`src/rtl/prm_edge_sweep_if.sv`:
```
// Word output channel from the edge sweeper to the roadmap-memory writer.
// Handshake: a word transfers on any rising edge where word_valid_o and
// word_ready_i are both 1. Once word_valid_o rises, word_o and word_addr_o
// hold steady until that transfer happens; word_ready_i may change freely.
interface prm_edge_sweep_if;
  logic [31:0] word_o;
  logic [9:0]  word_addr_o;
  logic        word_valid_o;
  logic        word_ready_i;

  modport master (
    output word_o,
    output word_addr_o,
    output word_valid_o,
    input  word_ready_i
  );

  modport slave (
    input  word_o,
    input  word_addr_o,
    input  word_valid_o,
    output word_ready_i
  );
endinterface

```
`src/rtl/prm_edge_sweep.sv`:
```
// PRM edge sweeper: steps through all 32768 edge codes, ORs the enabled
// obstacle checker returns for each code and packs one bit per code into
// 32-bit words handed downstream through a single-entry output buffer.
module prm_edge_sweep #(
  parameter int NUM_OBS = 8
) (
  input  logic               clk,
  input  logic               rst,
  input  logic               start,
  input  logic [NUM_OBS-1:0] obs_en,
  output logic [14:0]        code_o,
  input  logic [NUM_OBS-1:0] mask_i,
  output logic               busy_o,
  output logic               done_o,
  output logic [15:0]        blocked_cnt_o,
  output logic [1:0]         state_o,
  prm_edge_sweep_if.master   wr
);

  typedef enum logic [1:0] {
    ST_IDLE  = 2'd0,
    ST_SCAN  = 2'd1,
    ST_DRAIN = 2'd2,
    ST_DONE  = 2'd3
  } state_t;

  state_t             state_q;
  logic [NUM_OBS-1:0] obs_en_q;
  logic [14:0]        code_q;
  logic [31:0]        pack_q;
  logic [31:0]        word_q;
  logic [9:0]         addr_q;
  logic               valid_q;
  logic               busy_q;
  logic               done_q;
  logic [15:0]        blocked_q;

  logic               hit_d;
  logic               boundary_d;
  logic               buf_free_d;
  logic [31:0]        word_d;
  logic [15:0]        blocked_d;

  // Per-code result and the word that would be emitted at a 32-code boundary.
  always_comb begin
    hit_d      = |(mask_i & obs_en_q);
    boundary_d = (code_q[4:0] == 5'd31);
    // Buffer can take a new word if empty or being drained this same edge.
    buf_free_d = !valid_q || wr.word_ready_i;
    // The boundary code is always bit 31, so its hit goes straight in.
    word_d     = pack_q;
    word_d[31] = hit_d;
    blocked_d  = blocked_q + {15'd0, hit_d};
  end

  // Sweep FSM, pack register, output buffer and counters.
  always_ff @(posedge clk) begin
    if (rst) begin
      state_q   <= ST_IDLE;
      obs_en_q  <= '0;
      code_q    <= '0;
      pack_q    <= '0;
      word_q    <= '0;
      addr_q    <= '0;
      valid_q   <= 1'b0;
      busy_q    <= 1'b0;
      done_q    <= 1'b0;
      blocked_q <= '0;
    end else begin
      // Accepted word leaves the buffer unless a reload below overrides it.
      if (valid_q && wr.word_ready_i) begin
        valid_q <= 1'b0;
      end

      case (state_q)
        ST_IDLE: begin
          done_q <= 1'b0;
          if (start) begin
            obs_en_q  <= obs_en;
            code_q    <= '0;
            pack_q    <= '0;
            blocked_q <= '0;
            busy_q    <= 1'b1;
            state_q   <= ST_SCAN;
          end
        end

        ST_SCAN: begin
          if (!boundary_d) begin
            pack_q[code_q[4:0]] <= hit_d;
            blocked_q           <= blocked_d;
            code_q              <= code_q + 15'd1;
          end else if (buf_free_d) begin
            word_q    <= word_d;
            addr_q    <= code_q[14:5];
            valid_q   <= 1'b1;
            pack_q    <= '0;
            blocked_q <= blocked_d;
            // Wraps to 0 after the last code; value is irrelevant in DRAIN.
            code_q    <= code_q + 15'd1;
            if (&code_q[14:5]) begin
              state_q <= ST_DRAIN;
            end
          end
          // Boundary with a full, unaccepted buffer: hold everything and
          // re-evaluate the same code next cycle.
        end

        ST_DRAIN: begin
          // Leave as soon as the final word is gone (or goes this edge).
          if (!valid_q || wr.word_ready_i) begin
            busy_q  <= 1'b0;
            done_q  <= 1'b1;
            state_q <= ST_DONE;
          end
        end

        ST_DONE: begin
          done_q  <= 1'b0;
          state_q <= ST_IDLE;
        end

        default: begin
          state_q <= ST_IDLE;
        end
      endcase
    end
  end

  assign code_o          = code_q;
  assign busy_o          = busy_q;
  assign done_o          = done_q;
  assign blocked_cnt_o   = blocked_q;
  assign state_o         = state_q;
  assign wr.word_o       = word_q;
  assign wr.word_addr_o  = addr_q;
  assign wr.word_valid_o = valid_q;

endmodule

```
`src/flat_wrapper.sv`:
```
// flat-port wrapper written by rule: the top's interface ports become plain ports
module prm_edge_sweep_flat 
#(
  parameter int NUM_OBS = 8
)
  (clk, rst, start, obs_en, code_o, mask_i, busy_o, done_o, blocked_cnt_o, state_o, wr_word_o, wr_word_addr_o, wr_word_valid_o, wr_word_ready_i);
  prm_edge_sweep_if wr_i ();
  input  logic clk;
  input  logic rst;
  input  logic start;
  input  logic [NUM_OBS-1:0] obs_en;
  output logic [14:0] code_o;
  input  logic [NUM_OBS-1:0] mask_i;
  output logic busy_o;
  output logic done_o;
  output logic [15:0] blocked_cnt_o;
  output logic [1:0] state_o;
  output wire logic [$bits(wr_i.word_o)-1:0] wr_word_o;
  output wire logic [$bits(wr_i.word_addr_o)-1:0] wr_word_addr_o;
  output wire logic [$bits(wr_i.word_valid_o)-1:0] wr_word_valid_o;
  input wire logic [$bits(wr_i.word_ready_i)-1:0] wr_word_ready_i;
  assign wr_word_o = wr_i.word_o;
  assign wr_word_addr_o = wr_i.word_addr_o;
  assign wr_word_valid_o = wr_i.word_valid_o;
  assign wr_i.word_ready_i = wr_word_ready_i;
  prm_edge_sweep #(.NUM_OBS(NUM_OBS)) u_core (.clk(clk), .rst(rst), .start(start), .obs_en(obs_en), .code_o(code_o), .mask_i(mask_i), .busy_o(busy_o), .done_o(done_o), .blocked_cnt_o(blocked_cnt_o), .state_o(state_o), .wr(wr_i));
endmodule
```
`config.mk`:
```
export PLATFORM = sky130hd
export DESIGN_NAME = prm_edge_sweep_flat
export DESIGN_NICKNAME = d
export VERILOG_FILES = /design/src/rtl/prm_edge_sweep_if.sv /design/src/rtl/prm_edge_sweep.sv /design/src/flat_wrapper.sv
export SDC_FILE = /design/constraint.sdc
export NUM_CORES = 1
export LEC_CHECK = 0
export CAP_MARGIN = 20
export CORE_MARGIN = 1
export CORE_UTILIZATION = 55
export DETAILED_ROUTE_END_ITERATION = 10
export HOLD_SLACK_MARGIN = 0.06
export PLACE_DENSITY = 0.93
export SLEW_MARGIN = 20
export SYNTH_ARGS = -nofsm -noshare
export SYNTH_HDL_FRONTEND = slang
export SYNTH_SLANG_ARGS = --single-unit
export TNS_END_PERCENT = 1
```
`constraint.sdc`:
```
create_clock -name clk -period 4.07 [get_ports clk]
set_input_delay 1.0175 -clock clk [delete_from_list [all_inputs] [get_ports clk]]
set_output_delay 1.0175 -clock clk [all_outputs]
set_load 0.02 [all_outputs]
```
Word level (Yosys, flattened, before mapping)

Cells that the tools add are included.

RAM bits: 0
Register bits: 118
Bits in read-only memories: 0
Memories: 0
Word-level logic and storage cells: 72
Latch bits: 0

Bitwise operators: 1
Magnitude comparators: 2
Reduce and logical (&&, ||, !) cells: 17
Divide/modulo/power cells: 0
$mul: 0
Shift operators: 0
$add $sub $neg: 2
Equal/unequal tests: 10
Mux-type cells: 30

Operators by type and width:

| operator                                                                 | number |
|---|---|
| 32-bit two-way mux                                                       | 3 |
| 32-bit one-hot mux with 2 select lines                                   | 1 |
| 16-bit two-way mux                                                       | 3 |
| 15-bit two-way mux                                                       | 3 |
| 32-bit bitwise mux                                                       | 1 |
| 16-bit one-hot mux with 2 select lines                                   | 1 |
| 15-bit one-hot mux with 2 select lines                                   | 1 |
| 16-bit by 1-bit adder with 16-bit output                                 | 1 |
| 15-bit by 1-bit adder with 15-bit output (second input constant)         | 1 |
| 2-bit two-way mux                                                        | 5 |
| 10-bit AND reduction                                                     | 1 |
| 3-bit AND reduction                                                      | 3 |
| 8-bit AND                                                                | 1 |
| 1-bit two-way mux                                                        | 8 |
| 2-bit by 1-bit inequality test with 1-bit output (second input constant) | 4 |
| 2-bit one-hot mux with 4 select lines                                    | 1 |
| 8-bit OR reduction                                                       | 1 |
| 5-bit by 6-bit < comparator with 1-bit output (second input constant)    | 1 |
| 2-bit nonzero test                                                       | 3 |
| 1-bit demux with 5-bit select                                            | 1 |
| 5-bit equality test (second input constant)                              | 1 |
| 5-bit by 1-bit >= comparator with 1-bit output (second input constant)   | 1 |
| 5-bit AND reduction                                                      | 1 |
| 2-bit equality test (second input constant)                              | 2 |
| 10 further kinds                                                         | 13 |

Depth between registers and ports, before layout

Gate-level depths: netlist of run 1.

Word-level depth: 7
Depth in mapped cells: 10
Depth with buffers taken out: 7

Worst setup path before layout of run 1

No wires, ideal clock.

Kind: input-to-reg
Start point: input mask_i[2]
End point: register u_core.blocked_q[14] (netlist: u_core.blocked_cnt_o[14])
Stages: 8
Data required time: 4.000 ns
Data arrival time: 2.655 ns
Library setup time: 0.070 ns
Slack: 1.345 ns
Cells stage by stage: a22oi_1 -> nand4_1 -> clkbuf_1 -> ha_1 -> nand3_2 -> buf_2 -> or4_1 -> a21oi_1

Word-level cells in the longest chain between the ends: 6

RTL lines:

| element                                    | RTL line             | RTL |
|---|---|---|
| start, declared                            | flat_wrapper.sv:13   | `input logic [NUM_OBS-1:0] mask_i;` |
| 8-bit AND *                                | prm_edge_sweep.sv:46 | `hit_d = \|(mask_i & obs_en_q);` |
| 8-bit OR reduction *                       | prm_edge_sweep.sv:46 |  |
| via u_core.hit_d                           | prm_edge_sweep.sv:38 | `logic hit_d;` |
| 16-bit by 1-bit adder with 16-bit output * | prm_edge_sweep.sv:53 | `blocked_d = blocked_q + {15'd0, hit_d};` |
| 16-bit two-way mux                         | prm_edge_sweep.sv:93 | `end else if (buf_free_d) begin` |
| 16-bit two-way mux *                       | prm_edge_sweep.sv:89 | `if (!boundary_d) begin` |
| 16-bit one-hot mux with 2 select lines *   | prm_edge_sweep.sv:75 | `case (state_q)` |
| end signal, assigned                       | prm_edge_sweep.sv:91 | `blocked_q <= blocked_d;` |
| end signal, assigned                       | prm_edge_sweep.sv:98 | `blocked_q <= blocked_d;` |
| end, declared                              | prm_edge_sweep.sv:36 | `logic [15:0] blocked_q;` |

Mark *: on every way through the listed nets, which the timed path passes. The rest lies on a longest branch. The select of a mux whose other input is x is not followed.
A chain may end at the register's enable or synchronous reset.

Worst setup path in the final report of run 1

Start point: input start
End point: register u_core.code_q[11] (netlist: u_core.code_o[11])

Word-level cells in the longest chain between the ends: 2

RTL lines:

| element                                | RTL line              | RTL |
|---|---|---|
| start, declared                        | flat_wrapper.sv:10    | `input logic start;` |
| 2-bit inequality test (no source line) | --                    |  |
| 3-bit AND reduction (no source line)   | --                    |  |
| end signal, assigned                   | prm_edge_sweep.sv:92  | `code_q <= code_q + 15'd1;` |
| end signal, assigned                   | prm_edge_sweep.sv:100 | `code_q <= code_q + 15'd1;` |
| end, declared                          | prm_edge_sweep.sv:29  | `logic [14:0] code_q;` |

No other way between the ends.

==> results_dict.tcl, run 1 <==
set metrics [dict create \
    outcome "finished, violations left" \
    violations "DRC" \
    required_ns 4.51 \
    synthCells 606 \
    synth_warnings 0 \
    cp_cell_sequence "clkdlybuf4s50_1 -> mux2_4 -> nand3_1 -> or4_1 -> a21oi_1" \
    startpoint_type "input pin" \
    crit_buf_inv 1 \
    drv_cap 0 \
    multi_input_area_um2 2489 \
    cp-end-kind "register" \
    synth_flop_cell "dfxtp_1" \
    antenna_found_initial 0 \
    ys_ff_latch 117 \
    numClockSinks 117 \
    overflow 0 \
    hpwl_um 8397 \
    h-tree-depth 4 \
    layout_common_cells "121 x nand2_1, 117 x dfxtp_1, 96 x clkdlybuf4s50_1" \
    yosysSeqAreaShare_pct 46.36 \
    gr-usage-all-layers_pct 28.23 \
    drt_wl_total_um 12870 \
    setup.worst_path.class "in -> reg" \
    crit_arrival_ns 3.52 \
    synthDistinctLibCells 42 \
    gp_congestion 0.8297 \
    pin_count 98 \
    numCtsBuffers 17 \
    fin_setup_tns_ns 0 \
    rr_worst_depth 7 \
    holdPathStages 2 \
    setup_viol 0 \
    reg2reg_setup_slack_ns 1.06 \
    max_freq_mhz 324.6 \
    vdd_drop_max_uv 462.2 \
    regArea_um2 2342 \
    clkLatencyLatePin_ns 0.52 \
    reg2reg_to "u_core.code_o[11]" \
    clkTransAtPathRegs_ns 0.05 \
    hold_buffers 0 \
    fp.dieH_um 97.85 \
    root_buffer "clkbuf_8" \
    first_pass_iters 8 \
    hp-class "reg -> reg" \
    hp-start "u_core.wr.word_o[24]" \
    chipWidth_um 97.85 \
    core_um2 8806 \
    fin_crit_ns 3.080 \
    syn_nets 636 \
    syn_area_per_cell_um2 8.337 \
    drive_above_1_share_pct 6.349 \
    vias 4783 \
    wl_per_cell_um 16.06 \
    rsz0062_at_grt "no" \
    power_mw 3.282 \
    slowest_stage "clkdlybuf4s50_1" \
    ant_nets 0 \
    start_util_pct 57.37 \
    cts_tree "yes" \
    fin_skew_ns 0.006382 \
    drtIter0Drc 420 \
    power.density_nw_per_um2 498.1 \
    final_area_um2 6589 \
    clockBufferDepth 2 \
    synthArstFlopShare_pct 0 \
    finalCritPeriodShare_pct 75.68 \
    vias_per_cell 5.971 \
    utilization_pct 74.82 \
    rows 34 \
    fin_nets 712 \
    hold_viol_final 0 \
    grt_max_degree 45 \
    r2r-start "u_core.code_o[0]" \
    cp_max_fo 44 \
    fillers 593 \
    grt_pass1_wl_um 22000 \
    die_area_um2 9574 \
    synthesis.area_um2 5052 \
    final_common_cell "nand2_1" \
    grt_pass1_vias 4649 \
    cts_resized 0 \
    holdPathEnd "u_core.wr.word_o[24]" \
    postCtsSetupBuffers 0 \
    syn2layout_area_growth_pct 30.41 \
    placed_area_um2 6026 \
    slew_viol_final 0 \
    slowest_delay_ns 0.64 \
    port_buffers 97 \
    slew-limit-headroom_pct 59.44 \
    diodes 0 \
    drcViolationCount 16 \
    path_delay_family "simple AND/OR/NAND/NOR gates" \
    tightest_slew_ns 0.5915 \
    leakagePower_nw 2.413 \
    synth_edf_count 0 \
]
cells by family (layout without fill, tap and decap cells):
kind of cell,Yosys count,after routing,synth area share [%]
flops,117,117,46.36
compound gates,109,109,12.16
fa+ha+maj,10,10,2.476
xor+xnor,8,8,1.387
simple gates,270,270,26.08
buf+inv,57,144,4.507
mux,35,35,7.033
worst register-to-register path, delay by kind of cell, from the launching register on:
family,cells,cell delay (ns)
flip-flops,1,0.39
AO/OA/AOI/OAI,1,0.17
AND/OR/NAND/NOR,4,1.71
adder cells (fa/ha/maj),2,0.68
flip-flops by register name, summed over array words and instances, names as in the netlist, 2 cells and up:
| register | cells |
|---|---|
| u_core.code_o | 15 |
| u_core.pack_q | 31 |
| u_core.state_o | 2 |
| u_core.wr.word_o | 32 |
| u_core.blocked_cnt_o | 16 |
| u_core.obs_en_q | 8 |
| u_core.wr.word_addr_o | 10 |
layout make-up:
| cell class | count | share of cell area, % |
|---|---|---|
| Timing Repair Buffer | 105 | 15.57 |
| Tap cell | 108 | 2.051 |
| Multi-Input combinational cell | 432 | 37.77 |
| Clock inverter | 9 | 1.576 |
| Clock buffer | 21 | 6.969 |
| Sequential cell | 117 | 35.55 |
| Inverter | 9 | 0.5127 |
layer usage:
metal	wire length [um]	up-vias	global-route usage [%]	share of wire [%]
li1	-	2289	-	-
met1	5403	2276	33.26	42
met2	6420	185	48.54	50
met3	693	33	6.228	5.4
met4	348	0	13.87	2.7
met5	0	-	0	0
synth_stat cells (3+ instances only):
cell type / instances / area share [%]
xor2_1: 6 / 1.0
nand2_1: 121 / 9.0
nand4_1: 43 / 5.3
and4_1: 4 / 0.69
and3_1: 3 / 0.37
mux2i_1: 34 / 6.7
nand3_1: 11 / 1.1
o21ai_0: 5 / 0.50
clkbuf_1: 38 / 2.8
nor3_1: 4 / 0.40
ha_1: 10 / 2.5
inv_1: 9 / 0.67
a22oi_1: 5 / 0.74
buf_2: 5 / 0.50
or4_1: 14 / 2.1
or3_1: 5 / 0.62
a21oi_1: 74 / 7.3
nor2_1: 45 / 3.3
nor3b_1: 3 / 0.45
o31ai_1: 14 / 2.1
dfxtp_1: 117 / 46
clkbuf_2: 3 / 0.30
and3b_1: 4 / 0.69
how the worst max path moves through the flow:
| stage | from | end | slack (ns) | depth (start not counted) |
|---|---|---|---|---|
| floorplan | mask_i[2] | u_core.blocked_cnt_o[14] | 1.34 | 8 |
| global placement | start | u_core.code_o[8] | 0.68 | 5 |
| detailed placement | start | u_core.code_o[11] | 0.53 | 5 |
| CTS | start | u_core.code_o[11] | 1.03 | 5 |
| global route | start | u_core.code_o[11] | 0.80 | 5 |
| finish | start | u_core.code_o[11] | 0.99 | 5 |
power by group:
part	total [mW]	switching [mW]	internal, mW
Combinational	0.652	0.442	0.210
Sequential	1.22	0.0351	1.19
Clock	1.41	0.500	0.907
Total	3.28	0.977	2.31
stage by stage:
step | setup slack (ns) | hold WS, ns | std cells
final | 0.9896 | 0.4524 | 801
after global routing | 0.8036 | 0.4777 | 801
after global placement | 0.6799 | 0.4424 | 771
after detailed placement | 0.5324 | 0.4461 | 771
after floorplan | 1.345 | 0.4316 | 606
after CTS | 1.033 | 0.4536 | 801
Note: power is estimated with default switching activity, not from simulation.
==> inputs of run 2 (changes only) <==
Settings changed: CORE_UTILIZATION 55 to 52, PLACE_DENSITY 0.93 to 0.89.
Clock period 4.07 ns to 3.2 ns, I/O delays scaled along.
==> run 2 against run 1 <==
The run now ends clean. Combinational power up 31%. Clock skew up 0.0050 ns. Final cell count up 3.0%. Setup slack worse by 0.56 ns. Flip-flop and latch count unchanged. Core utilization down 2.9 points. First-iteration DRC count down 4.3%. Sequential share of layout area down 0.62 points. Count of clock-buffer cells in the layout down 1. Sequential power up 28%. Wire length up 1.8%. Non-clock buffer count up 1. Critical endpoint unchanged. Largest cell class unchanged.
==> results_dict.tcl, run 2 (synthesis gave the netlist of run 1 again) <==
set metrics [dict create \
    setup.worst_path.class "reg -> reg" \
    setup_viol 0 \
    clkPwrFrac_pct 46.1 \
    clkTransAtPathRegs_ns 0.06 \
    pwr-share-comb_pct 19.1 \
    vdd_drop_max_uv 686.8 \
    clockBufferDepth 2 \
    power_mw 4.473 \
    gp_congestion 0.8388 \
    max_freq_mhz 361.5 \
    syn2layout_area_growth_pct 32.71 \
    slew-limit-headroom_pct 58.17 \
    diodes 0 \
    numClockSinks 117 \
    crit_arrival_ns 3.20 \
    drcViolationCount 0 \
    pin_count 98 \
    slew_viol_final 0 \
    gr-usage-all-layers_pct 26.43 \
    layout_common_cells "121 x nand2_1, 117 x dfxtp_1, 96 x clkdlybuf4s50_1" \
    vias 4810 \
    swShare_pct 29.09 \
    clkLatencyLatePin_ns 0.52 \
    numCtsBuffers 17 \
    final_common_cell "nand2_1" \
    fin_nets 713 \
    cp_max_fo 18 \
    ant_nets 0 \
    utilization_pct 71.88 \
    grt_pass1_vias 4519 \
    rsz0062_at_grt "no" \
    final_area_um2 6705 \
    chipWidth_um 100.6 \
    dpl_worst_slack_ns 0.2342 \
    drt_wl_total_um 13100 \
    overflow 0 \
    finalCritPeriodShare_pct 86.44 \
    drv_cap 0 \
    core_um2 9328 \
    wl_per_cell_um 15.88 \
    vias_per_cell 5.830 \
    drive_above_1_share_pct 6.753 \
    die_area_um2 10110 \
    hold_viol_final 0 \
    cts_resized 0 \
    first_pass_iters 5 \
    antenna_found_initial 0 \
    leakagePower_nw 2.451 \
    hold_buffers 0 \
    outcome "complete, no violations" \
    p_int_mw 3.172 \
    power_switching_mw 1.301 \
    h-tree-depth 4 \
    root_buffer "clkbuf_8" \
    rows 35 \
    largest_reg_flops 32 \
    fin_crit_ns 2.766 \
    grt_max_degree 43 \
    startpoint_type "register" \
    fin_ws_ns 0.4339 \
    tightest_slew_ns 0.6274 \
    cts_tree "yes" \
    drtIter0Drc 402 \
    fin_setup_tns_ns 0 \
    start_util_pct 54.16 \
    cp-end-kind "register" \
    fp.dieH_um 100.6 \
    postCtsSetupBuffers 0 \
    required_ns 3.64 \
    placed_area_um2 6060 \
    grt_pass1_wl_um 21260 \
    hp-class "reg -> reg" \
    power.density_nw_per_um2 667.1 \
    hpwl_um 8346 \
    p_seq_share_pct 34.9 \
    fin_skew_ns 0.01137 \
    port_buffers 97 \
]
-- run 2: area by class of cell --
class                   count  area, um2
inverters                   9      33.78
repair buffers            106       1033
well taps                 129      161.4
flip-flops and latches    117       2342
fillers                   659       2623
clock inverters            12      200.2
clock buffers              20      445.4
multi-input cells         432       2489
-- run 2: per-stage QoR --
| stage | hold slack, ns | cells |
|---|---|---|
| after floorplan | 0.4316 | 606 |
| after global placement | 0.4422 | 793 |
| after detailed placement | 0.4478 | 793 |
| after CTS | 0.4557 | 825 |
| after global routing | 0.4727 | 825 |
| final | 0.4513 | 825 |
-- run 2: power by group through the flow --
stage               Combinational, mW  Sequential, mW  Clock [mW]
floorplan                       0.579            1.61           0
global placement                0.783            1.58           0
detailed placement              0.824            1.59           0
CTS                             0.840            1.56        2.07
global route                    0.924            1.56        2.14
finish                          0.853            1.56        2.06
-- run 2: routing by layer --
layer | part of all wire [%] | global-route usage [%] | vias up
met2 | 50 | 44.89 | 191
li1 | - | - | 2288
met3 | 5.2 | 5.964 | 28
met1 | 42 | 32.37 | 2303
met4 | 2.4 | 10.93 | 0
met5 | 0 | 0 | -
-- run 2: worst paths after layout --
| check | slack (ns) | depth (start not counted) | endpoint | startpoint |
|---|---|---|---|---|
| min | 0.45 | 2 | u_core.wr.word_o[25] | u_core.wr.word_o[25] |
| min reg2reg | 0.45 | 2 | u_core.wr.word_o[25] | u_core.wr.word_o[25] |
| max | 0.43 | 7 | u_core.code_o[11] | u_core.code_o[0] |
| max reg2reg | 0.43 | 7 | u_core.code_o[11] | u_core.code_o[0] |
-- run 2: worst max-delay path, cell delays in order, from the launching register on --
cell and delay (ns):
dfxtp_1 0.38, ha_1 0.24, and3_1 0.18, ha_1 0.26, nand4b_2 0.27, nand3_1 0.50
or4_1 0.66, a21oi_1 0.20
==> inputs of run 3 (changes only) <==
Settings changed: PLACE_DENSITY 0.89 to 0.9, TNS_END_PERCENT 1 to unset.
==> run 3 against run 2 <==
Global-route usage is 0.73 points higher. Count of clock-buffer cells in the layout is 2 lower. Power is 3.9% lower. Clock power is 8% lower. Wire length is 1.1% higher. Register-to-register slack better by 0.27 ns. Final cell count is 0.12% higher. Combinational power is 0.6% lower. Non-clock buffer count is 1 higher. Largest power group unchanged.
==> results_dict.tcl, run 3 (synthesis gave the netlist of run 1 again) <==
set metrics [dict create \
    power_switching_mw 1.319 \
    port_buffers 97 \
    p_seq_share_pct 36.3 \
    tightest_slew_ns 0.6024 \
    layout_common_cells "121 x nand2_1, 117 x dfxtp_1, 96 x clkdlybuf4s50_1" \
    numCtsBuffers 17 \
    chipWidth_um 100.6 \
    finalCritPeriodShare_pct 82.59 \
    hp-class "reg -> reg" \
    regArea_um2 2342 \
    slew-limit-headroom_pct 59.84 \
    fillers 665 \
    reg2reg_setup_slack_ns 0.70 \
    final_cell_count_no_fill 826 \
    rsz0062_at_grt "no" \
    fp.dieH_um 100.6 \
    fin_crit_ns 2.643 \
    overflow 0 \
    startpoint_type "register" \
    root_buffer "clkbuf_8" \
    ant_nets 0 \
    fin_skew_ns 0.007258 \
    clkTransAtPathRegs_ns 0.06 \
    slowest_delay_ns 0.73 \
    swShare_pct 30.69 \
    worstSetupStartpoint "u_core.code_o[2]" \
    antenna_found_initial 0 \
    outcome "complete, no violations" \
    gr-usage-all-layers_pct 27.17 \
    vias_per_cell 5.844 \
    slowest_stage "clkdlybuf4s50_1" \
    fin_setup_tns_ns 0 \
    cts_tree "yes" \
    dp_cells 794 \
    pwr-share-comb_pct 19.7 \
    critPathCapture "code_o[2]" \
    crit_arrival_ns 1.84 \
    grt_max_degree 61 \
    cts_resized 0 \
    hpwl_um 8246 \
    vias 4827 \
    core_um2 9328 \
    cp-end-kind "output port" \
    reg2reg_to "u_core.code_o[8]" \
    postCtsSetupBuffers 0 \
    syn2layout_area_growth_pct 31.85 \
    clockBufferDepth 2 \
    drtIter0Drc 349 \
    drv_cap 0 \
    clkPwrFrac_pct 44.0 \
    setup.worst_path.class "reg -> out" \
    hold_buffers 0 \
    slew_viol_final 0 \
    first_pass_iters 5 \
    die_area_um2 10110 \
    rows 35 \
    drt_wl_total_um 13250 \
    pin_count 98 \
    final_common_cell "nand2_1" \
    numClockSinks 117 \
    wl_per_cell_um 16.04 \
    start_util_pct 54.16 \
    cp_max_fo 13 \
    crit_buf_inv 1 \
    r2r-start "u_core.state_o[0]" \
    power.density_nw_per_um2 645.1 \
    drive_above_1_share_pct 6.887 \
    fin_nets 714 \
    clkLatencyLatePin_ns 0.52 \
    max_freq_mhz 378.4 \
    grt_pass1_vias 4567 \
    setup_viol 0 \
    vdd_drop_max_uv 502.3 \
    path_delay_family "buffers and inverters" \
    p_int_mw 2.979 \
    cp_cell_sequence "clkdlybuf4s50_1" \
    h-tree-depth 4 \
    largest_reg_flops 32 \
    multi_input_area_um2 2489 \
    rr_worst_depth 6 \
    required_ns 2.40 \
    hold_viol_final 0 \
    grt_pass1_wl_um 21480 \
    diodes 0 \
    gp_congestion 0.8185 \
    drcViolationCount 0 \
    path_depth 1 \
    leakagePower_nw 2.422 \
]
run 3: routing by layer:
layer,track usage [%],share of wire [%]
met1,31.29,41
met3,7.906,6.1
met2,46.58,49
met5,0,0
met4,12.49,3.3
run 3: area by class of cell:
cell class	count	share of cell area, %
Clock buffer	18	6.273
Clock inverter	14	2.648
Inverter	9	0.5071
Multi-Input combinational cell	432	37.36
Sequential cell	117	35.16
Tap cell	129	2.423
Timing Repair Buffer	107	15.63
run 3: worst reg2reg max path, delay by kind of cell (launching register included):
kind                     cells  cell delay, ns
AND/OR/NAND/NOR              2            0.65
buffers and inverters        1            0.21
adder cells (fa/ha/maj)      1            0.59
flip-flops                   1            0.45
multiplexers                 1            0.35
AO/OA/AOI/OAI                1            0.18
run 3: worst min-delay path by stage:
stage / startpoint / to / slack (ns) / depth (start not counted)
5_1_grt: u_core.pack_q[30] / u_core.wr.word_o[30] / 0.46 / 2
4_1_cts: u_core.pack_q[30] / u_core.wr.word_o[30] / 0.45 / 2
3_3_place_gp: u_core.wr.word_addr_o[8] / u_core.wr.word_addr_o[8] / 0.44 / 2
3_5_place_dp: u_core.pack_q[19] / u_core.wr.word_o[19] / 0.45 / 2
6_report: u_core.pack_q[30] / u_core.wr.word_o[30] / 0.45 / 2
2_1_floorplan: u_core.pack_q[0] / u_core.wr.word_o[0] / 0.43 / 2
run 3: power by group through the flow:
| stage | Combinational [mW] | Clock, mW | Sequential [mW] |
|---|---|---|---|
| 2_1_floorplan | 0.579 | 0 | 1.61 |
| 3_3_place_gp | 0.781 | 0 | 1.58 |
| 3_5_place_dp | 0.810 | 0 | 1.59 |
| 4_1_cts | 0.836 | 1.90 | 1.56 |
| 5_1_grt | 0.907 | 1.98 | 1.57 |
| 6_report | 0.848 | 1.89 | 1.56 |
run 3: through the flow:
step / power, mW / area (um2) / hold WS (ns) / setup WS (ns) / util (%)
global route: 4.451 / 6661 / 0.4640 / 0.5203 / 71.42
detailed placement: 2.396 / 6067 / 0.4487 / 0.4475 / 65.04
CTS: 4.289 / 6661 / 0.4510 / 0.5660 / 71.42
global placement: 2.364 / 6067 / 0.4418 / 0.5314 / 65.04
floorplan: 2.187 / 5052 / 0.4316 / 0.6845 / -
finish: 4.297 / 6661 / 0.4503 / 0.5573 / 71.42
